### src/rtl/shared_pkg.sv
// rtl/shared_pkg.sv - shared widths, frame constants, SPI command codes and FSM states
package shared_pkg;

  localparam int MEM_WIDTH  = 8;
  localparam int FRAME_BITS = 10;
  localparam int TX_TIMEOUT = 16;

  localparam logic [1:0] CMD_WR_ADDR = 2'b00;
  localparam logic [1:0] CMD_WR_DATA = 2'b01;
  localparam logic [1:0] CMD_RD_ADDR = 2'b10;
  localparam logic [1:0] CMD_RD_DATA = 2'b11;

  typedef enum logic [2:0] {
    ST_IDLE      = 3'd0,
    ST_CHK_CMD   = 3'd1,
    ST_WRITE     = 3'd2,
    ST_READ_ADD  = 3'd3,
    ST_READ_DATA = 3'd4
  } spi_state_e;

endpackage

### src/rtl/spi_tx_serializer.sv
// rtl/spi_tx_serializer.sv - loads one RAM word and shifts it out MSB-first
// bit_o is the current bit while busy_o is high; done_o marks the last bit.
module spi_tx_serializer
  import shared_pkg::*;
(
  input  logic                 clk_i,
  input  logic                 rst_i,
  input  logic                 clear_i,
  input  logic                 load_i,
  input  logic [MEM_WIDTH-1:0] data_i,
  output logic                 bit_o,
  output logic                 busy_o,
  output logic                 done_o
);

  localparam int CW = $clog2(MEM_WIDTH + 1);

  logic [MEM_WIDTH-1:0] sh_q, sh_d;
  logic [CW-1:0]        cnt_q, cnt_d;

  always_comb begin
    sh_d  = sh_q;
    cnt_d = cnt_q;
    if (clear_i) begin
      sh_d  = '0;
      cnt_d = '0;
    end else if (load_i) begin
      sh_d  = data_i;
      cnt_d = CW'(MEM_WIDTH);
    end else if (cnt_q != '0) begin
      sh_d  = {sh_q[MEM_WIDTH-2:0], 1'b0};
      cnt_d = cnt_q - CW'(1);
    end
  end

  always_ff @(posedge clk_i) begin
    if (rst_i) begin
      sh_q  <= '0;
      cnt_q <= '0;
    end else begin
      sh_q  <= sh_d;
      cnt_q <= cnt_d;
    end
  end

  assign busy_o = (cnt_q != '0);
  assign bit_o  = busy_o & sh_q[MEM_WIDTH-1];
  assign done_o = (cnt_q == CW'(1));

endmodule

### src/rtl/spi_slave_frontend.sv
// rtl/spi_slave_frontend.sv - SPI slave frame FSM feeding the RAM and returning read data on MISO
// Optional macro SPI_FRAME_ERR_EN adds frame_err and a read-data timeout.
module spi_slave_frontend
  import shared_pkg::*;
(
  input  logic                 clk,
  input  logic                 rst,
  input  logic                 MOSI,
  input  logic                 SS_n,
  input  logic [MEM_WIDTH-1:0] tx_data,
  input  logic                 tx_valid,
  output logic                 MISO,
  output logic [MEM_WIDTH+1:0] rx_data,
  output logic                 rx_valid
`ifdef SPI_FRAME_ERR_EN
  ,
  output logic                 frame_err
`endif
);

  localparam logic [3:0] LAST_BIT  = 4'(FRAME_BITS - 1);
  localparam logic [3:0] FRAME_CNT = 4'(FRAME_BITS);

  spi_state_e            state_q;
  logic [3:0]            bit_cnt_q;
  logic [FRAME_BITS-2:0] shift_q;
  logic [FRAME_BITS-1:0] rx_data_q;
  logic                  rx_valid_q;
  logic                  rd_addr_seen_q;
  logic                  tx_wait_q;
`ifdef SPI_FRAME_ERR_EN
  localparam logic [3:0] TMO_LAST = 4'(TX_TIMEOUT - 1);
  logic [3:0]            tmo_q;
  logic                  frame_err_q;
`endif

  logic ser_load, ser_bit, ser_busy, ser_done;

  // tx_valid only counts inside the post-strobe wait of a read-data frame
  assign ser_load = (state_q == ST_READ_DATA) && tx_wait_q && !SS_n && tx_valid && !ser_busy;

  spi_tx_serializer u_tx_ser (
    .clk_i   (clk),
    .rst_i   (rst),
    .clear_i (SS_n),
    .load_i  (ser_load),
    .data_i  (tx_data),
    .bit_o   (ser_bit),
    .busy_o  (ser_busy),
    .done_o  (ser_done)
  );

  always_ff @(posedge clk) begin
    if (rst) begin
      state_q        <= ST_IDLE;
      bit_cnt_q      <= '0;
      shift_q        <= '0;
      rx_data_q      <= '0;
      rx_valid_q     <= 1'b0;
      rd_addr_seen_q <= 1'b0;
      tx_wait_q      <= 1'b0;
`ifdef SPI_FRAME_ERR_EN
      tmo_q          <= '0;
      frame_err_q    <= 1'b0;
`endif
    end else begin
      rx_valid_q <= 1'b0;
`ifdef SPI_FRAME_ERR_EN
      frame_err_q <= 1'b0;
`endif
      if (SS_n) begin
`ifdef SPI_FRAME_ERR_EN
        if ((bit_cnt_q != '0 && bit_cnt_q < FRAME_CNT) || ser_busy)
          frame_err_q <= 1'b1;
`endif
        state_q   <= ST_IDLE;
        bit_cnt_q <= '0;
        tx_wait_q <= 1'b0;
      end else begin
        case (state_q)
          ST_IDLE: state_q <= ST_CHK_CMD;
          ST_CHK_CMD: begin
            shift_q   <= {shift_q[FRAME_BITS-3:0], MOSI};
            bit_cnt_q <= 4'd1;
            if (MOSI == CMD_WR_ADDR[1])
              state_q <= ST_WRITE;
            else if (rd_addr_seen_q)
              state_q <= ST_READ_DATA;
            else
              state_q <= ST_READ_ADD;
          end
          ST_WRITE, ST_READ_ADD, ST_READ_DATA: begin
            // bits beyond the frame length are dropped until SS_n rises
            if (bit_cnt_q < FRAME_CNT) begin
              shift_q   <= {shift_q[FRAME_BITS-3:0], MOSI};
              bit_cnt_q <= bit_cnt_q + 4'd1;
              if (bit_cnt_q == LAST_BIT) begin
                rx_data_q  <= {shift_q, MOSI};
                rx_valid_q <= 1'b1;
                if (state_q == ST_READ_ADD)
                  rd_addr_seen_q <= 1'b1;
                if (state_q == ST_READ_DATA) begin
                  tx_wait_q <= 1'b1;
`ifdef SPI_FRAME_ERR_EN
                  tmo_q     <= '0;
`endif
                end
              end
            end
            if (tx_wait_q) begin
              if (ser_load) begin
                tx_wait_q <= 1'b0;
              end
`ifdef SPI_FRAME_ERR_EN
              else if (tmo_q == TMO_LAST) begin
                frame_err_q <= 1'b1;
                tx_wait_q   <= 1'b0;
              end else begin
                tmo_q <= tmo_q + 4'd1;
              end
`endif
            end
            if (ser_done)
              rd_addr_seen_q <= 1'b0;
          end
          default: state_q <= ST_IDLE;
        endcase
      end
    end
  end

  assign MISO     = ser_bit;
  assign rx_data  = rx_data_q;
  assign rx_valid = rx_valid_q;
`ifdef SPI_FRAME_ERR_EN
  assign frame_err = frame_err_q;
`endif

endmodule

### config.mk
export PLATFORM = sky130hd
export DESIGN_NAME = spi_slave_frontend
export DESIGN_NICKNAME = d
export VERILOG_FILES = /design/src/rtl/shared_pkg.sv /design/src/rtl/spi_tx_serializer.sv /design/src/rtl/spi_slave_frontend.sv
export SDC_FILE = /design/constraint.sdc
export NUM_CORES = 1
export LEC_CHECK = 0
export ABC_AREA = 1
export CAP_MARGIN = 20
export CORE_AREA = 2 2 68 57
export CTS_CLUSTER_DIAMETER = 200
export CTS_CLUSTER_SIZE = 40
export DETAILED_ROUTE_END_ITERATION = 8
export DIE_AREA = 0 0 70 59
export MAX_ROUTING_LAYER = met4
export PLACE_DENSITY = 0.83
export SETUP_SLACK_MARGIN = 0.3
export SLEW_MARGIN = 5
export SYNTH_ARGS = -nofsm -noshare
export SYNTH_HDL_FRONTEND = slang
export SYNTH_HIERARCHICAL = 1
export SYNTH_SLANG_ARGS = --single-unit
### constraint.sdc
create_clock -name clk -period 4.86 [get_ports clk]
set_input_delay 1.215 -clock clk [delete_from_list [all_inputs] [get_ports clk]]
set_output_delay 1.215 -clock clk [all_outputs]
set_load 0.01 [all_outputs]
# [After elaboration in Yosys (flattened, before gate mapping)]
# Index checks and enable logic that the tools add are counted.
[word_totals] register_bits=41 word_cells=66
[op_classes] n_mux=21 reduce_logical=21 n_bitwise=4 n_eq_ne=7 n_addsub=2 n_lt_le_gt_ge=1
[ops] cell="$pmux 9 s2" n=1
[ops] cell="$mux 8" n=2
[ops] cell="$mux 4" n=3
[ops] cell="$mux 1" n=10
[ops] cell="$reduce_bool 2->1" n=5
[ops] cell="$mux 9" n=1
[ops] cell="$pmux 3 s3" n=1
[ops] cell="$pmux 4 s2" n=1
[ops] cell="$eq 3x2->1 const B" n=2
[ops] cell="$mux 3" n=2
[ops] cell="$reduce_or 3->1" n=2
[ops] cell="$reduce_and 5->1" n=1
[ops] cell="$add 4x1->4 const B" n=1
[ops] cell="$eq 4x1->1 const B" n=1
[ops] cell="$eq 4x4->1 const B" n=1
[ops] cell="$logic_and 1x1->1" n=4
[ops] cell="$lt 4x4->1 const B" n=1
[ops] cell="$reduce_and 4->1" n=1
[ops] cell="$reduce_bool 4->1" n=1
[ops] cell="$reduce_or 4->1" n=1
[ops] cell="$sub 4x1->4 const B" n=1
[ops] cell="$eq 3x1->1 const B" n=1
[ops] cell="$eq 3x3->1 const B" n=1
[ops] cell="$logic_not 3->1" n=1
[ops] cell="other kinds (7)" n=10

# [Depth between registers and ports, before layout]
# Gate-level depths: netlist of the first run.
[logic_depth] word_depth=7 mapped_depth=10

# [By module]
# The synthesis of the first run kept the hierarchy.
[by_module_without_submodules] module="spi_slave_frontend" area_per_inst_um2=1317.5 seq_area_each_um2=580.6 cells_each=170 instances=1
[by_module_without_submodules] module="spi_tx_serializer" area_per_inst_um2=661.9 seq_area_each_um2=240.2 cells_each=91 instances=1

# [Worst setup path before layout of the first run]
# Ideal clock, no wire load.
[synth_timing] path_kind="input to register" startpoint="input SS_n" endpoint="register u_tx_ser.sh_q[1]" path_buffers=2 stages=6 arrival_time_ps=2093 required_time_ps=4737 path_slack_ps=2644 setup_time_ps=123 cell_sequence="nor4_1 buf_6 inv_4 buf_6 nand4_1 a21oi_1"
[synth_between] elab_chain_len=5 word_cells_on_any_way=7 classes_between="mux (1); reduce/logical (6)"
[synth_lines] element="from (decl)" line_no="spi_slave_frontend.sv:9" rtl="input logic SS_n,"
[synth_lines] element="$logic_not 1->1" line_no="spi_slave_frontend.sv:40" rtl="assign ser_load = (state_q == ST_READ_DATA) && tx_wait_q && !SS_n && tx_valid && !ser_busy;"
[synth_lines] element="$logic_and 1x1->1 (3 in series)" line_no="spi_slave_frontend.sv:40"
[synth_lines] element="$mux 8 / $reduce_bool 2->1 (equally long branches)"
[synth_lines] element="to (signal assigned)" line_no="spi_tx_serializer.sv:38" rtl="sh_q <= '0;"
[synth_lines] element="to (signal assigned)" line_no="spi_tx_serializer.sv:41" rtl="sh_q <= sh_d;"
[synth_lines] element="to (decl)" line_no="spi_tx_serializer.sv:18" rtl="logic [MEM_WIDTH-1:0] sh_q, sh_d;"
# Parallel ways exist; a longest one is shown, timed or not.
# A chain may end at the register's enable or synchronous reset.

# [Worst setup path after layout of the first run]
[layout_timing] startpoint="register u_tx_ser.cnt_q[0]" endpoint="output MISO"
[layout_between] elab_chain_len=2
[layout_lines] element="from (decl)" line_no="spi_tx_serializer.sv:19" rtl="logic [CW-1:0] cnt_q, cnt_d;"
[layout_lines] element="from (signal assigned)" line_no="spi_tx_serializer.sv:42" rtl="cnt_q <= cnt_d;"
[layout_lines] element="$reduce_bool 4->1" line_no="spi_tx_serializer.sv:46" rtl="assign busy_o = (cnt_q != '0);"
[layout_lines] element="via ser_busy" line_no="spi_slave_frontend.sv:37" rtl="logic ser_load, ser_bit, ser_busy, ser_done;"
[layout_lines] element="$and 1x1->1" line_no="spi_tx_serializer.sv:47" rtl="assign bit_o = busy_o & sh_q[MEM_WIDTH-1];"
[layout_lines] element="to (decl)" line_no="spi_slave_frontend.sv:12" rtl="output logic MISO,"
# The timed path passes the listed nets, and every way through them passes these cells.

==> run summary, run 1 <==
Max FO, Critical Path - 12
Util after Layout - 68.3%
Post-CTS setup buffers - 0
Synth Net Count - 278
Fmax - 0.308 GHz
Post_cts resized - 0
Hold Buf Count CTS - 0
Syn Std Cell Area - 1980 um^2
Num Clock Sinks - 41
Growth of design area from synthesis to finish - 16.4%
Nets@finish - 301
Worst vdd ir - 0.000256 V
Cell taking the most area after synthesis - dfxtp_1
Post-Route WL - 3990 um
Top cells by area, synth - dfxtp_1 (41%), nand2_1 (13%), a21oi_1 (8.1%)
Dpl hpwl - 2760 um
Yosys warning total - 6
Commonest cells in the netlist - nand2_1 (71), dfxtp_1 (41), a21oi_1 (32)
Starting Density - 58.6%
Required time of the critical path - 3.64 ns
Longest Clk Path Bufs - 2
DR pass1 iterations - 4
Top FF cell, synth - dfxtp_1
Filler cells - 314
RSZ-0062 raised after global routing - false
Setup TNS - 0 ns
Worst setup path class - flop to output pin
Syn_area_per_cell - 7.58 um^2
Slew margin rel. - 46.3%
Post-synth EDFFs - 0
Die Y - 59 um
Clock-pin slew on the worst setup and hold paths - 0.08 ns
WP data arrival - 2.03 ns
Status - completed
Static Leakage - 0.000863 uW
Ports - 25
Final setup fails - 0
CTS HTree Levels - 2
Antenna Nets Post-Route - 0
Most instantiated library cell after synthesis - nand2_1
GRT Util Overall - 22.1%
Die Width - 70 um
DR WL/cell - 12.2 um
Vias in the first global route - 1,532
Final RePlAce weighted congestion - 0.842
Root buf cell - clkbuf_8
Initial antenna violation count - 0
Period minus WS final - 3.24 ns
DRC Markers - 0
Skew-Pair Late Insertion Delay - 0.30 ns
Top cell type's share of synthesized area - 41.5%
Max Cap Viol - 0
Post-synthesis register bit count - 41
Placement Rows - 19
Final slew viol count - 0
Hold Vio Cnt, Final - 0
Slew @ Worst Pin - 0.805 ns
Via density - 5.20
Placed insts - 319
Setup crit end kind - output pin
Total gr overflow - 0
Clock Skew - 0.00617 ns
Largest net degree at the start of global routing - 23
Sequential element share of the synthesized area - 41.5%
Core Footprint - 3380 um^2
Cells after Synth - 261
Period utilization - 66.8%
Pwr/cell area - 327 nW/um^2
Iteration-0 DRC Markers - 117
Port buffer count - 24
Post-synth ARST share - 0%
First-pass GRT wire length - 6910 um
TritonCTS Buffers - 5
Die area - 4130 um^2
Via count - 1,699
Ant. Diodes - 0
Critical Path Source Type - flop
Layout cell share with drive strength beyond 1 - 13.3%
Cell variety after synth - 30
Clock tree from TritonCTS - built
Hold Crit Class - flop to flop
Final std cells w/o fill - 327
==> power by group <==
part           total, uW  internal [uW]  switching [uW]
clock network        235            115             120
logic                157           53.9             103
registers            362            349            13.1
==> cells by family after synthesis <==
group | share of synthesized area [%]
compound gates | 10.7
xor+xnor | 0.443
fa+ha+maj | 2.53
buf+inv | 9.23
flops | 41.5
simple gates | 35.7
==> cells in the final DEF (no fill, tap or decap), drive strengths merged, types with 5 or more instances in the layout <==
cell            n
a21oi          35
nor2           26
nand2          79
clkbuf          6
nand3          19
o21ai           5
dfxtp          41
nand4           9
inv            25
clkdlybuf4s50  24
==> flip-flops by register name, indices dropped and copies added (netlist names) <==
register / flops
shift_q: 9
u_tx_ser/sh_q: 8
tx_wait_q: 1
state_q: 3
u_tx_ser/cnt_q: 4
rx_valid: 1
rd_addr_seen_q: 1
bit_cnt_q: 4
rx_data: 10
==> critical path: stages (launching register included) <==
cell	delay, ns
dfxtp_1	0.37
inv_1	0.10
ha_1	0.39
nand2_4	0.18
clkinv_2	0.08
nor2_1	0.08
clkdlybuf4s50_1	0.53
==> through the flow <==
step	total power, uW	area [um^2]	worst slack, ns	hold WS, ns
after floorplan	497	1980	2.64	0.433
after global placement	523	2210	1.67	0.450
after detailed placement	525	2210	1.65	0.465
after CTS	758	2300	1.61	0.479
after global routing	794	2300	1.51	0.500
final	754	2300	1.62	0.472
==> area by class of cell <==
type | instances | area [um^2] | area share, %
repair buffers | 25 | 248 | 10.7
clock buffers | 6 | 82.6 | 3.58
multi-input cells | 184 | 982 | 42.6
flip-flops and latches | 41 | 821 | 35.6
inverters | 27 | 105 | 4.56
well taps | 42 | 52.6 | 2.28
clock inverters | 2 | 13.8 | 0.597
==> worst paths after layout <==
check	start	endpoint	slack [ns]	cells past startpoint
setup reg to reg	u_tx_ser/cnt_q[0]$_SDFFE_PP0P_	u_tx_ser/sh_q[7]$_SDFFE_PP0P_	2.77	9
setup / recovery	u_tx_ser/cnt_q[0]$_SDFFE_PP0P_	MISO	1.62	6
hold reg to reg	rx_data[5]$_SDFFE_PP0P_	rx_data[5]$_SDFFE_PP0P_	0.47	2
hold / removal	rx_data[5]$_SDFFE_PP0P_	rx_data[5]$_SDFFE_PP0P_	0.47	2
==> layer usage <==
| layer | up-vias | GRT usage, % | part of all wire, % |
|---|---|---|---|
| met5 | - | - | 0 |
| met2 | 31 | 35.6 | 49 |
| met3 | 10 | 7.14 | 4.8 |
| met4 | 0 | 9.07 | 2.1 |
| met1 | 771 | 25.8 | 45 |
| li1 | 887 | - | - |
No activity file was read; power rests on OpenSTA's default activity.
==> inputs of run 2 (changes only) <==
--- a/config.mk
+++ b/config.mk
@@ -7,13 +7,13 @@
 export LEC_CHECK = 0
 export ABC_AREA = 1
 export CAP_MARGIN = 20
-export CORE_AREA = 2 2 68 57
+export CORE_AREA = 2 2 71 60
 export CTS_CLUSTER_DIAMETER = 200
 export CTS_CLUSTER_SIZE = 40
 export DETAILED_ROUTE_END_ITERATION = 8
-export DIE_AREA = 0 0 70 59
+export DIE_AREA = 0 0 73 62
 export MAX_ROUTING_LAYER = met4
-export PLACE_DENSITY = 0.83
+export PLACE_DENSITY = 0.76
 export SETUP_SLACK_MARGIN = 0.3
 export SLEW_MARGIN = 5
 export SYNTH_ARGS = -nofsm -noshare
==> constraint.sdc (replaced) <==
create_clock -name clk -period 3.1 [get_ports clk]
set_input_delay 0.775 -clock clk [delete_from_list [all_inputs] [get_ports clk]]
set_output_delay 0.775 -clock clk [all_outputs]
set_load 0.01 [all_outputs]
==> run 2 against run 1 <==
  * Design area up 1.2%
  * Global-route usage shrank 3.5 points
  * First-iteration DRC count down 47%
  * Setup slack got worse by 1.1 ns
  * Largest power group unchanged
  * Final cell count up 1.8%
  * Routed wire length is 5.8% lower
  * Combinational power is 61% higher
  * Via count is 0.88% lower
  * Hold slack got worse by 0.0055 ns
==> run summary, run 2 (synthesis gave the netlist of run 1 again) <==
GRT Util Overall - 18.5% (-3.5 points)
Period minus WS final - 2.63 ns
Crit path max-delay cell type - clkdlybuf4s50_1
Placement Rows - 21 (+2)
Slew @ Worst Pin - 0.443 ns (-0.362 ns)
Final slew viol count - 0 (unchanged)
Die area - 4530 um^2 (+9.6%)
Iteration-0 DRC Markers - 62 (-47%)
Post_cts resized - 0 (unchanged)
Hold Vio Cnt, Final - 0 (unchanged)
Pwr Total - 1200 uW (+59%)
WHS - 0.467 ns (-0.00555 ns)
Layout cell share with drive strength beyond 1 - 14.3% (+0.95 points)
Crit path cell chain - inv_1 -> ha_2 -> nand2_4 -> clkinv_2 -> nor2_1 -> clkdlybuf4s50_1
Port buffer count - 24 (unchanged)
Required time of the critical path - 2.32 ns (-1.32 ns)
RSZ-0062 raised after global routing - false
Pwr/cell area - 515 nW/um^2 (+57%)
Status - completed
Max Cap Viol - 0 (unchanged)
Via count - 1,684 (-0.88%)
Slew margin rel. - 70.4% (+24 points)
Core Footprint - 3920 um^2 (+16%)
Gr busiest metal - met2
Skew-Pair Late Insertion Delay - 0.29 ns (about the same)
WP data arrival - 1.86 ns (-0.17 ns)
Slowest stage delay, CP - 0.53 ns (about the same)
Setup crit end kind - output pin
DR WL/cell - 11.3 um (-7.5%)
Vias in the first global route - 1,418 (-7.4%)
Met1 Use GR - 22.9% (-2.9 points)
Post-Route WL - 3760 um (-5.8%)
Filler cells - 357 (+14%)
Final RePlAce weighted congestion - 0.897 (+6.6%)
Hold path start - rx_data[8]$_SDFFE_PP0P_
Fmax - 0.380 GHz
RR Startpoint - u_tx_ser/cnt_q[0]$_SDFFE_PP0P_
Root buf cell - clkbuf_8
Setup TNS - 0 ns (unchanged)
Cell area after layout - 2330 um^2 (+1.2%)
Die Width - 73 um (+4.3%)
Initial antenna violation count - 0 (unchanged)
TritonCTS Buffers - 5 (unchanged)
Pre-CTS WS - 0.644 ns (-1.01 ns)
CP top delay family - buffers and inverters
Max FO, Critical Path - 12 (unchanged)
Clock tree from TritonCTS - built
Period utilization - 84.9%
Antenna Nets Post-Route - 0 (unchanged)
Clock Skew - 0.00143 ns (-0.00474 ns)
FF-to-FF setup slack - 1.10 ns (-1.67 ns)
First-pass GRT wire length - 6170 um (-11%)
Ant. Diodes - 0 (unchanged)
GR Util met3 - 6.77% (-0.37 points)
Die Y - 62 um (+5.1%)
Growth of design area from synthesis to finish - 17.8%
Most common cell after layout, fill and taps aside - nand2_1
Nets@finish - 303 (+0.66%)
Worst setup startpoint - u_tx_ser/cnt_q[0]$_SDFFE_PP0P_
Met2 Use GR - 28.6% (-7.1 points)
Final worst setup slack - 0.469 ns (-1.15 ns)
Worst vdd ir - 0.000315 V (+23%)
Final setup fails - 0 (unchanged)
Longest Clk Path Bufs - 2 (unchanged)
Hold Buf Count CTS - 0 (unchanged)
Most frequent cells in the layout - nand2_1 (71), dfxtp_1 (41), a21oi_1 (32)
Buf/Inv on CP - 3 (unchanged)
Clock-pin slew on the worst setup and hold paths - 0.07 ns (about the same)
Critical Path Source Type - flop
DR pass1 iterations - 4 (unchanged)
Total gr overflow - 0 (unchanged)
Dpl hpwl - 2620 um (-5.1%)
CTS HTree Levels - 2 (unchanged)
Worst setup path class - flop to output pin
Ports - 25 (unchanged)
Starting Density - 50.6% (-8.1 points)
Static Leakage - 0.000875 uW (+1.4%)
Largest net degree at the start of global routing - 23 (unchanged)
Via density - 5.06 (-2.7%)
Max reg flops - 10 (unchanged)
Hold Crit Class - flop to flop
Num Clock Sinks - 41 (unchanged)
Area after DPL - 2230 um^2 (+0.91%)
DRC Markers - 0 (unchanged)
Post-CTS setup buffers - 0 (unchanged)
## run 2: cell count changes in the layout (fill, tap and decap cells not counted)
cell | previous run | this run
clkbuf_8 | 6 | 7
buf_4 | 1 | 3
ha_1 | 4 | 3
clkinv_4 | 1 | 0
ha_2 | 0 | 1
## run 2: area by class of cell
class | instances | area, um^2 | area share (%)
flip-flops and latches | 41 | 821 | 35.2
clock inverters | 1 | 5.00 | 0.215
clock buffers | 7 | 96.3 | 4.13
well taps | 46 | 57.6 | 2.47
repair buffers | 27 | 263 | 11.3
multi-input cells | 184 | 985 | 42.2
inverters | 27 | 105 | 4.51
## run 2: tightest hold or removal path: cells and delay by family (launching register included)
family,cells,cell delay [ns]
AO/OA/AOI/OAI,1,0.05
AND/OR/NAND/NOR,1,0.06
flip-flops,1,0.31
## run 2: final timing paths
kind              depth (start not counted)                       endpoint
setup / recovery                          6                           MISO
hold reg to reg                           2        rx_data[8]$_SDFFE_PP0P_
setup reg to reg                          8  u_tx_ser/sh_q[5]$_SDFFE_PP0P_
hold / removal                            2        rx_data[8]$_SDFFE_PP0P_
## run 2: metrics by stage
stage,util [%],std cells
3_5_place_dp,56.9,325
6_report,59.6,333
3_3_place_gp,56.9,325
4_1_cts,59.5,333
5_1_grt,59.6,333
2_1_floorplan,-,261
## run 2: report_power, final
part	leakage, uW	internal (uW)	total [uW]	switching [uW]
registers	0.000332	547	567	20.2
logic	0.000489	89.7	253	163
clock network	0.0000542	201	380	179
## run 2: metal layers
layer / vias up / wire length [um]
met2: 28 / 1690
met3: 6 / 172
met5: - / 0
li1: 890 / -
met4: 0 / 42
met1: 760 / 1850
==> inputs of run 3 (changes only) <==
==> constraint.sdc (replaced) <==
create_clock -name clk -period 2.7 [get_ports clk]
set_input_delay 0.675 -clock clk [delete_from_list [all_inputs] [get_ports clk]]
set_output_delay 0.675 -clock clk [all_outputs]
set_load 0.01 [all_outputs]
==> run 3 against run 2 <==
  * Routed wire length increased by 1.2%
  * Critical path depth unchanged
  * Register-to-register slack got worse by 0.17 ns
  * Sequential cell count stayed put
  * Final cell count is 0.30% higher
  * Design area is 0.91% higher
  * Sequential power rose by 15%
  * Clock power up 34%
  * Non-clock buffer count is 1 higher
  * Die area unchanged
  * Clock skew is 0.0014 ns higher
  * Power grew 22%
  * Critical path type unchanged
  * Largest cell class unchanged
==> run summary, run 3 (synthesis gave the netlist of run 1 again) <==
Setup TNS - 0 ns (unchanged)
Setup crit end kind - output pin
Clock tree from TritonCTS - built
Slew margin rel. - 69.1% (-1.3 points)
Max Cap Viol - 0 (unchanged)
Hold Vio Cnt, Final - 0 (unchanged)
Ports - 25 (unchanged)
Filler cells - 371 (+3.9%)
Initial antenna violation count - 0 (unchanged)
Via count - 1,691 (+0.42%)
Area taken by multi-input logic gates - 985 um^2 (unchanged)
Max FO, Critical Path - 5 (-7)
Longest Clk Path Bufs - 2 (unchanged)
DR pass1 iterations - 4 (unchanged)
GRT Util Overall - 18.8% (+0.26 points)
Met2 Wirelength - 1660 um (-2.2%)
Die Y - 62 um (unchanged)
DR WL/cell - 11.4 um (+0.95%)
Largest net degree at the start of global routing - 23 (unchanged)
Root buf cell - clkbuf_8
Pre-CTS WS - 0.500 ns (-0.144 ns)
Final worst setup slack - 0.561 ns (+0.0920 ns)
Pwr/cell area - 620 nW/um^2 (+21%)
Routed wl met3 - 193 um (+12%)
Final RePlAce weighted congestion - 0.886 (-1.3%)
Clock-pin slew on the worst setup and hold paths - 0.07 ns (about the same)
TritonCTS Buffers - 5 (unchanged)
Period minus WS final - 2.14 ns
Placed insts - 326 (+0.31%)
DRC Markers - 0 (unchanged)
Starting Density - 50.6% (unchanged)
Dpl hpwl - 2660 um (+1.3%)
Post_cts resized - 2 (+2)
Total gr overflow - 0 (unchanged)
Static Leakage - 0.000888 uW (+1.5%)
Most common cell after layout, fill and taps aside - nand2_1
Crit path max-delay cell type - dfxtp_1
Max layer used - met4
Hold Crit Class - flop to flop
Most frequent cells in the layout - nand2_1 (71), dfxtp_1 (41), a21oi_1 (32)
Fmax - 0.468 GHz
Final std cells w/o fill - 334 (+0.30%)
Slew @ Worst Pin - 0.462 ns (+0.0190 ns)
Core Footprint - 3920 um^2 (unchanged)
Ant. Diodes - 0 (unchanged)
Critical Path Source Type - flop
Final setup fails - 0 (unchanged)
RSZ-0062 raised after global routing - false
Layout cell share with drive strength beyond 1 - 14.2% (-0.050 points)
Nets@finish - 304 (+0.33%)
Crit path cell chain - inv_1 -> ha_2 -> nand2_4 -> clkinv_2 -> nor2_1 -> dlygate4sd2_1
Worst vdd ir - 0.000377 V (+19%)
Final slew viol count - 0 (unchanged)
Iteration-0 DRC Markers - 86 (+39%)
Slowest stage delay, CP - 0.36 ns (-0.17 ns)
Hold Buf Count CTS - 0 (unchanged)
Post-CTS setup buffers - 0 (unchanged)
Clock Skew - 0.00286 ns (+0.00143 ns)
Status - completed
First-pass GRT wire length - 6280 um (+1.8%)
Die area - 4530 um^2 (unchanged)
Max reg flops - 10 (unchanged)
Growth of design area from synthesis to finish - 18.9%
Num Clock Sinks - 41 (unchanged)
Vias in the first global route - 1,422 (+0.28%)
Port buffer count - 24 (unchanged)
Post-Route WL - 3810 um (+1.2%)
Skew-Pair Late Insertion Delay - 0.29 ns (about the same)
Register area - 821 um^2 (unchanged)
Placement Rows - 21 (unchanged)
Util after Layout - 60.1% (+0.54 points)
Period utilization - 79.2%
WP data arrival - 1.46 ns (-0.40 ns)
CTS HTree Levels - 2 (unchanged)
Required time of the critical path - 2.03 ns (-0.29 ns)
Met1 Routed Length - 1910 um (+3.2%)
Via density - 5.06 (+0.12%)
Worst setup path class - flop to output pin
Die Width - 73 um (unchanged)
Antenna Nets Post-Route - 0 (unchanged)
[run 3: cell count changes in the layout (fill, tap and decap cells not counted), sizes merged]
cell	before	now
buf	3	4
clkdlybuf4s50	24	23
bufinv	0	1
dlygate4sd2	0	1
clkinv	3	2
[run 3: critical path: cells and delay by family, from the launching register on]
family                     cells  cell delay [ns]
adders and majority gates      1             0.22
buffers and inverters          3             0.42
DFF                            1             0.36
and+or+nand+nor                2             0.17
[run 3: layout make-up]
| class | instances | area share, % |
|---|---|---|
| Clock inverter | 1 | 1.28 |
| Tap cell | 46 | 2.45 |
| Multi-Input combinational cell | 184 | 41.8 |
| Timing Repair Buffer | 28 | 11.4 |
| Clock buffer | 7 | 3.67 |
| Inverter | 27 | 4.47 |
| Sequential cell | 41 | 34.9 |
[run 3: per-layer routing]
metal	global-route usage, %	vias to the layer above
met3	6.45	7
met2	29.9	30
met4	5.03	0
li1	-	894
met1	23.0	760
met5	-	-
[run 3: path summary, 6_finish.rpt]
| check | cells after the start | slack, ns | end | start |
|---|---|---|---|---|
| max | 6 | 0.56 | MISO | u_tx_ser/cnt_q[0]$_SDFFE_PP0P_ |
| min | 2 | 0.47 | rx_data[2]$_SDFFE_PP0P_ | rx_data[2]$_SDFFE_PP0P_ |
| max reg2reg | 7 | 0.93 | u_tx_ser/sh_q[1]$_SDFFE_PP0P_ | u_tx_ser/cnt_q[3]$_SDFFE_PP0P_ |
| min reg2reg | 2 | 0.47 | rx_data[2]$_SDFFE_PP0P_ | rx_data[2]$_SDFFE_PP0P_ |
[run 3: metrics by stage]
stage / instance area (um^2) / total power [uW] / hold WS [ns]
after CTS: 2350 / 1470 / 0.470
after detailed placement: 2240 / 963 / 0.457
after global routing: 2350 / 1530 / 0.488
after floorplan: 1980 / 894 / 0.433
after global placement: 2240 / 957 / 0.452
final: 2350 / 1460 / 0.465
[run 3: where the power goes]
part | switching [uW] | internal, uW
registers | 22.2 | 628
clock network | 207 | 301
logic | 192 | 109
